`config.mk`:
```
export PLATFORM = sky130hd
export DESIGN_NAME = vector_player
export DESIGN_NICKNAME = d
export VERILOG_FILES = /design/src/rtl/vector_player.sv
export SDC_FILE = /design/constraint.sdc
export NUM_CORES = 1
export LEC_CHECK = 0
export ABC_CLOCK_PERIOD_IN_PS = 3100
export CORE_MARGIN = 2
export CORE_UTILIZATION = 62
export DETAILED_ROUTE_END_ITERATION = 12
export HOLD_SLACK_MARGIN = 0.12
export PLACE_DENSITY = 0.79
export SYNTH_ARGS = -nofsm -noshare
export SYNTH_HDL_FRONTEND = slang
export SYNTH_SLANG_ARGS = --single-unit
```
`constraint.sdc`:
```
create_clock -name clk -period 3.1 [get_ports clk]
set_input_delay 0.465 -clock clk [delete_from_list [all_inputs] [get_ports clk]]
set_output_delay 0.465 -clock clk [all_outputs]
set_load 0.02 [all_outputs]
```
`src/rtl/vector_player.sv`:
```
// Replays stored {rst, in} vectors into an FSM under test, STEP cycles per vector.
// Optional response signature over dut_out is built when VECTOR_PLAYER_SIG_EN is defined.
module vector_player #(
    parameter int IN_W   = 7,
    parameter int OUT_W  = 19,
    parameter int DEPTH  = 125,
    parameter int ADDR_W = 7,
    parameter int STEP   = 1
) (
    input  logic              clk,
    input  logic              rst,
    input  logic              load_we,
    input  logic [ADDR_W-1:0] load_addr,
    input  logic [IN_W:0]     load_data,
    input  logic              start,
    input  logic              stop,
    input  logic              loop_en,
    input  logic [ADDR_W:0]   play_len,
    input  logic [OUT_W-1:0]  dut_out,
    output logic              dut_rst,
    output logic [IN_W-1:0]   dut_in,
    output logic              busy,
    output logic              done,
    output logic [ADDR_W-1:0] vec_idx,
    output logic [7:0]        loop_cnt,
    output logic [OUT_W-1:0]  signature
);

    typedef enum logic [1:0] {IDLE, RUN, DONE} state_t;

    localparam int HOLD_W = (STEP > 1) ? $clog2(STEP) : 1;

    state_t            state;
    logic [IN_W:0]     mem [DEPTH];
    logic [HOLD_W-1:0] hold;
    logic [ADDR_W-1:0] idx;
    logic [ADDR_W:0]   len;
    logic              final_hold;
    logic              last_idx;

    assign final_hold = (hold == HOLD_W'(STEP - 1));
    assign last_idx   = ({1'b0, idx} == (len - 1'b1));

    // Vector memory has no reset; writes are accepted only while idle.
    always_ff @(posedge clk) begin
        if (!rst && state == IDLE && load_we && 32'(load_addr) < DEPTH)
            mem[load_addr] <= load_data;
    end

    always_ff @(posedge clk) begin
        if (rst) begin
            state    <= IDLE;
            hold     <= '0;
            idx      <= '0;
            len      <= '0;
            dut_rst  <= 1'b1;
            dut_in   <= '0;
            busy     <= 1'b0;
            done     <= 1'b0;
            vec_idx  <= '0;
            loop_cnt <= '0;
`ifdef VECTOR_PLAYER_SIG_EN
            signature <= '0;
`endif
        end else begin
            // Output stage lags the sequencer by one cycle; stop blanks it immediately.
            done <= (state == DONE);
            if (state == RUN && !stop) begin
                {dut_rst, dut_in} <= mem[idx];
                vec_idx           <= idx;
            end else begin
                dut_rst <= 1'b1;
                dut_in  <= '0;
                vec_idx <= '0;
            end

            case (state)
                IDLE: begin
                    if (start && !stop) begin
                        if (play_len == '0) begin
                            state <= DONE;
                        end else begin
                            state    <= RUN;
                            busy     <= 1'b1;
                            idx      <= '0;
                            hold     <= '0;
                            loop_cnt <= '0;
                            len      <= (32'(play_len) > DEPTH) ? (ADDR_W+1)'(DEPTH) : play_len;
`ifdef VECTOR_PLAYER_SIG_EN
                            signature <= '0;
`endif
                        end
                    end
                end
                RUN: begin
                    if (stop) begin
                        state <= IDLE;
                        busy  <= 1'b0;
                    end else if (final_hold) begin
                        hold <= '0;
`ifdef VECTOR_PLAYER_SIG_EN
                        signature <= {signature[OUT_W-2:0], signature[OUT_W-1]} ^ dut_out;
`endif
                        if (last_idx) begin
                            idx <= '0;
                            if (loop_cnt != 8'hFF)
                                loop_cnt <= loop_cnt + 8'd1;
                            if (!loop_en) begin
                                state <= DONE;
                                busy  <= 1'b0;
                            end
                        end else begin
                            idx <= idx + 1'b1;
                        end
                    end else begin
                        hold <= hold + 1'b1;
                    end
                end
                DONE: state <= IDLE;
                default: state <= IDLE;
            endcase
        end
    end

`ifndef VECTOR_PLAYER_SIG_EN
    logic sig_unused;
    assign sig_unused = ^dut_out;
    assign signature  = '0;
`endif

endmodule

```
Word-level counts from Yosys, hierarchy flattened --
Memory sizes are Yosys's and may differ from the RTL's. A register that Yosys moved wholly into a read port is not among the register bits. Index checks and enable logic that the tools add are counted.
Word-level totals: bits in registers 35, bits in writable memories 1000, logic and storage cells 82, memories 1
Memories:
- mem | depth 125, bits a word 8, read ports 1, clocked after memory_dff 1, write ports 1, RTL line 34 | logic [IN_W:0] mem [DEPTH];
Cells by class: add/subtract/negate cells 4, $lt $le $gt $ge 2, equality and inequality tests 13, multiplexer cells 35, bitwise operators 2, reduce and logical (&&, ||, !) cells 17
Operator list (number):
- $mux W8 | 7
- $mux W7 | 5
- $pmux W8 S2 | 1
- $pmux W7 S2 | 1
- $mux W1 | 12
- $mux W2 | 6
- $ne A3 B3 Y1 const B | 3
- $add A8 B1 Y8 const B | 1
- $eq A7 B8 Y1 | 1
- $gt A8 B7 Y1 const B | 1
- $logic_not A8 Y1 | 1
- $ne A2 B2 Y1 const B | 4
- $ne A8 B8 Y1 const B | 1
- $reduce_and A4 Y1 | 2
- $sub A8 B1 Y8 const B | 1
- $add A7 B1 Y7 const B | 1
- $lt A7 B7 Y1 const B | 1
- $reduce_and A7 Y1 | 1
- $reduce_and A6 Y1 | 1
- $logic_and A1 B1 Y1 | 5
- $reduce_and A5 Y1 | 1
- $ne A2 B1 Y1 const B | 2
- $pmux W1 S2 | 2
- $pmux W2 S2 | 1
- other kinds (9) | 11

Logic depth before layout (Yosys ltp) --
word-level depth 6, mapped depth 12, depth with buffers taken out 9

Least setup slack after synthesis --
Ideal clock, no wire load.
path type flip-flop to flip-flop, from register len[0], to register loop_cnt[7], setup time 0.070 ns, arrival time 2.618 ns, data required time 3.030 ns, slack 0.413 ns, cell stages (with the launch flop) 11, path buffers 1, period minus slack after synthesis 2.687 ns, path through dfxtp_1 clkbuf_1 inv_1 ha_1 and2_1 o21ai_0 o311ai_0 a2111oi_4 a21oi_2 or4_1 a21oi_1
Between the ends: cells in the longest elaborated chain, start to end 4
RTL lines:
- start, declared | RTL line 37 | logic [ADDR_W:0] len;
- start signal, assigned | RTL line 88 | len <= (32'(play_len) > DEPTH) ? (ADDR_W+1)'(DEPTH) : play_len;
- $sub A8 B1 Y8 | RTL line 42 | assign last_idx = ({1'b0, idx} == (len - 1'b1));
- $eq A7 B8 Y1 | RTL line 42
- $ne A2 B2 Y1 (no source line)
- $reduce_and A7 Y1 (no source line)
- end signal, assigned | RTL line 107 | loop_cnt <= loop_cnt + 8'd1;
- end, declared | RTL line 25 | output logic [7:0] loop_cnt,
No other way between the ends. A chain may end at the register's enable or synchronous reset.

==> impl_metrics.env <==
export IMPL_finalHoldViolCount=0
export IMPL_clk_pin_slew_worst_paths_ns=0.06
export IMPL_finalCritPeriodShare_pct=100.6
export IMPL_htree_levels=3
export IMPL_final_cell_mix="1000 x edfxtp_1, 246 x mux4_2, 241 x buf_4"
export IMPL_grt_pass1_wl_um=151100
export IMPL_finalWeightedCongestion=0.9357
export IMPL_vias=22700
export IMPL_synth_edff_count=1000
export IMPL_drc=0
export IMPL_grt_pass1_vias=22870
export IMPL_synth_yosys_seq_area_share_pct=75.16
export IMPL_end_kind="flip-flop"
export IMPL_setup_viol=1
export IMPL_p_leak_nw=14.99
export IMPL_gr_total_overflow=0
export IMPL_dpl_hpwl_um=61410
export IMPL_grt_max_degree=126
export IMPL_globalRouteTotalUtil_pct=30.96
export IMPL_die_x_um=261.4
export IMPL_slew_violations=0
export IMPL_fin_crit_ns=3.118
export IMPL_clock_path_buffers=3
export IMPL_layout_commonest_cell="edfxtp_1"
export IMPL_synthTopCellsByArea="edfxtp_1 73%, mux4_2 13%, mux2i_1 2.2%"
export IMPL_wl_um=103600
export IMPL_yosysTopAreaCell="edfxtp_1"
export IMPL_p_per_area_mw_per_mm2=607.8
export IMPL_rsz0062_at_grt="no"
export IMPL_clk_latency_ns=0.66
export IMPL_rows=94
export IMPL_async_reset_ff_share_pct=0
export IMPL_netlist_instances=2068
export IMPL_critical_path_cell_chain="buf_4, mux4_2, o31ai_1, a21oi_1, or3_1, a31oi_1"
export IMPL_portBuffers=53
export IMPL_worst_slew_pin_transition_ns=0.8846
export IMPL_dr_first_iter_drc_count=3733
export IMPL_cap_violations=0
export IMPL_synth_area_mm2=0.04107
export IMPL_fmax_mhz=320.7
export IMPL_synth_top_area_share_pct=73.12
export IMPL_cts_tree="done"
export IMPL_io_pin_count=92
export IMPL_antenna_found_initial=2
export IMPL_setup_tns_ns=-0.01818
export IMPL_crit_buf_inv=1
export IMPL_first_pass_iters=6
export IMPL_via_per_inst=6.834
export IMPL_die_area_mm2=0.06832
export IMPL_areaGrowthSynthToFinish_pct=15.88
export IMPL_ctsRootBufferMaster="clkbuf_16"
export IMPL_initial_core_util_pct=62.58
export IMPL_fin_ws_ns=-0.01818
export IMPL_ant_nets=0
export IMPL_ys_warn_count=0
export IMPL_wl_per_cell_um=31.20
export IMPL_drive_gt1_share_pct=27.44
export IMPL_vdd_drop_max_mv=0.4069
export IMPL_design_core_area_mm2=0.06563
export IMPL_yosysUniqueCellTypes=68
export IMPL_max_stage_delay_ns=0.72
export IMPL_path_max_fanout=24
export IMPL_instances_no_fill=3321
export IMPL_synth_seq_cells=1042
export IMPL_outcome="complete, but fails checks"
export IMPL_path_delay_family="compound AO/OA/AOI/OAI gates"
export IMPL_dp_cells=3127
export IMPL_cpMaxStageDelayCell="o31ai_1"
export IMPL_skew_ns=0.03840
export IMPL_final_util_pct=72.52
export IMPL_synth_avg_cell_area_um2=19.86
export IMPL_synth_flop_cell="edfxtp_1"
export IMPL_crit_type="reg2reg"
export IMPL_cts_buffers=100
export IMPL_slew_headroom_pct=40.57
export IMPL_clock_sinks=1042
export IMPL_layout_nets=2423
export IMPL_min_path_type="in2reg"
export IMPL_start_kind="flip-flop"
export IMPL_crit_required_ns=3.68
export IMPL_dieHeight_um=261.4
export IMPL_cp_arrival_ns=3.69
export IMPL_violations="negative setup slack"
export IMPL_fill_cells=3574
-- layout make-up --
class,count,area (um^2),share of cell area (%)
Clock inverter,62,560.5,1.178
Multi-Input combinational cell,904,9584,20.14
Timing Repair Buffer,311,2768,5.815
Clock buffer,124,2666,5.602
Sequential cell,1042,30880,64.89
Inverter,13,48.80,0.1025
Tap cell,864,1081,2.271
Antenna cell,1,2.502,0.005258
-- registers in the layout (all words and copies together), names as in the netlist --
register,count
dut_in,7
len,8
busy,1
mem,1000
loop_cnt,8
done,1
dut_rst,1
state,2
vec_idx,7
idx,7
-- kinds of logic after synthesis --
family	count (synthesis)	share of synthesized area (%)
xor gates and xnor gates	13	0.2772
muxes	342	15.85
buffers and inverters	140	1.718
and+or+nand+nor	354	3.903
AOI/OAI and AO/OA	173	2.989
adders and majority gates	3	0.09141
other	1	0.009131
DFF	1042	75.16
-- through the flow --
stage	hold WS, ns	area [um^2]	power (mW)	worst slack (ns)
3_5_place_dp	0.4842	44270	17.19	-0.1053
4_1_cts	0.3172	47530	29.00	0.04825
6_report	0.3301	47590	28.93	-0.01818
5_1_grt	0.3468	47590	29.59	0.06631
3_3_place_gp	0.4758	44270	17.15	-0.07310
2_1_floorplan	0.4517	41140	16.59	0.4126
-- timing repair --
item                                    CTS  global route
pin swaps                                 0             0
endpoints found under the setup margin    2             3
gates resized for setup                   1             3
cloned                                    0             0
setup buffers                             1             6
hold buffers                              0             0
-- path summary, 6_finish.rpt --
path / startpoint / slack (ns) / depth (start not counted) / endpoint
worst max-delay path: idx[1]$_SDFFE_PP0P_ / -0.02 / 6 / dut_in[1]$_SDFF_PP0_
worst min-delay path: load_data[3] / 0.33 / 1 / mem[21][3]$_DFFE_PP_
worst min register to register: busy$_SDFFE_PP0P_ / 0.50 / 2 / busy$_SDFFE_PP0P_
worst max register to register: idx[1]$_SDFFE_PP0P_ / -0.02 / 6 / dut_in[1]$_SDFF_PP0_
-- cell usage after synthesis (all sizes together), types with 7 or more instances --
library cell / instances
a2111oi: 10
a211oi: 25
a21oi: 37
a22oi: 13
a311oi: 8
a31oi: 10
and2: 9
buf: 85
clkbuf: 42
dfxtp: 42
edfxtp: 1000
inv: 12
mux2i: 90
mux4: 246
nand2: 63
nand2b: 7
nand3: 17
nand4: 9
nor2: 176
nor2b: 16
nor3: 20
nor4: 10
o21ai: 23
o22ai: 9
or3: 9
xnor2: 9
-- report_power, final --
group | internal [mW] | total [mW] | switching, mW
combinational | 0.618 | 1.48 | 0.866
sequential | 15.4 | 15.5 | 0.0285
clock | 6.85 | 12.0 | 5.13
total | 22.9 | 28.9 | 6.02
-- worst reg2reg max path, stage by stage (launching register included) --
cell and delay (ns):
dfxtp_4 0.70, buf_4 0.45, mux4_2 0.40, o31ai_1 0.72, a21oi_1 0.13, or3_1 0.42
a31oi_1 0.21
-- metal layers --
metal	part of all wire, %	global-route usage, %
met5	0	0
met4	4.9	14.06
met1	35	42.68
met3	12	6.349
met2	48	48.70
Power figures use the tool's default switching activity.
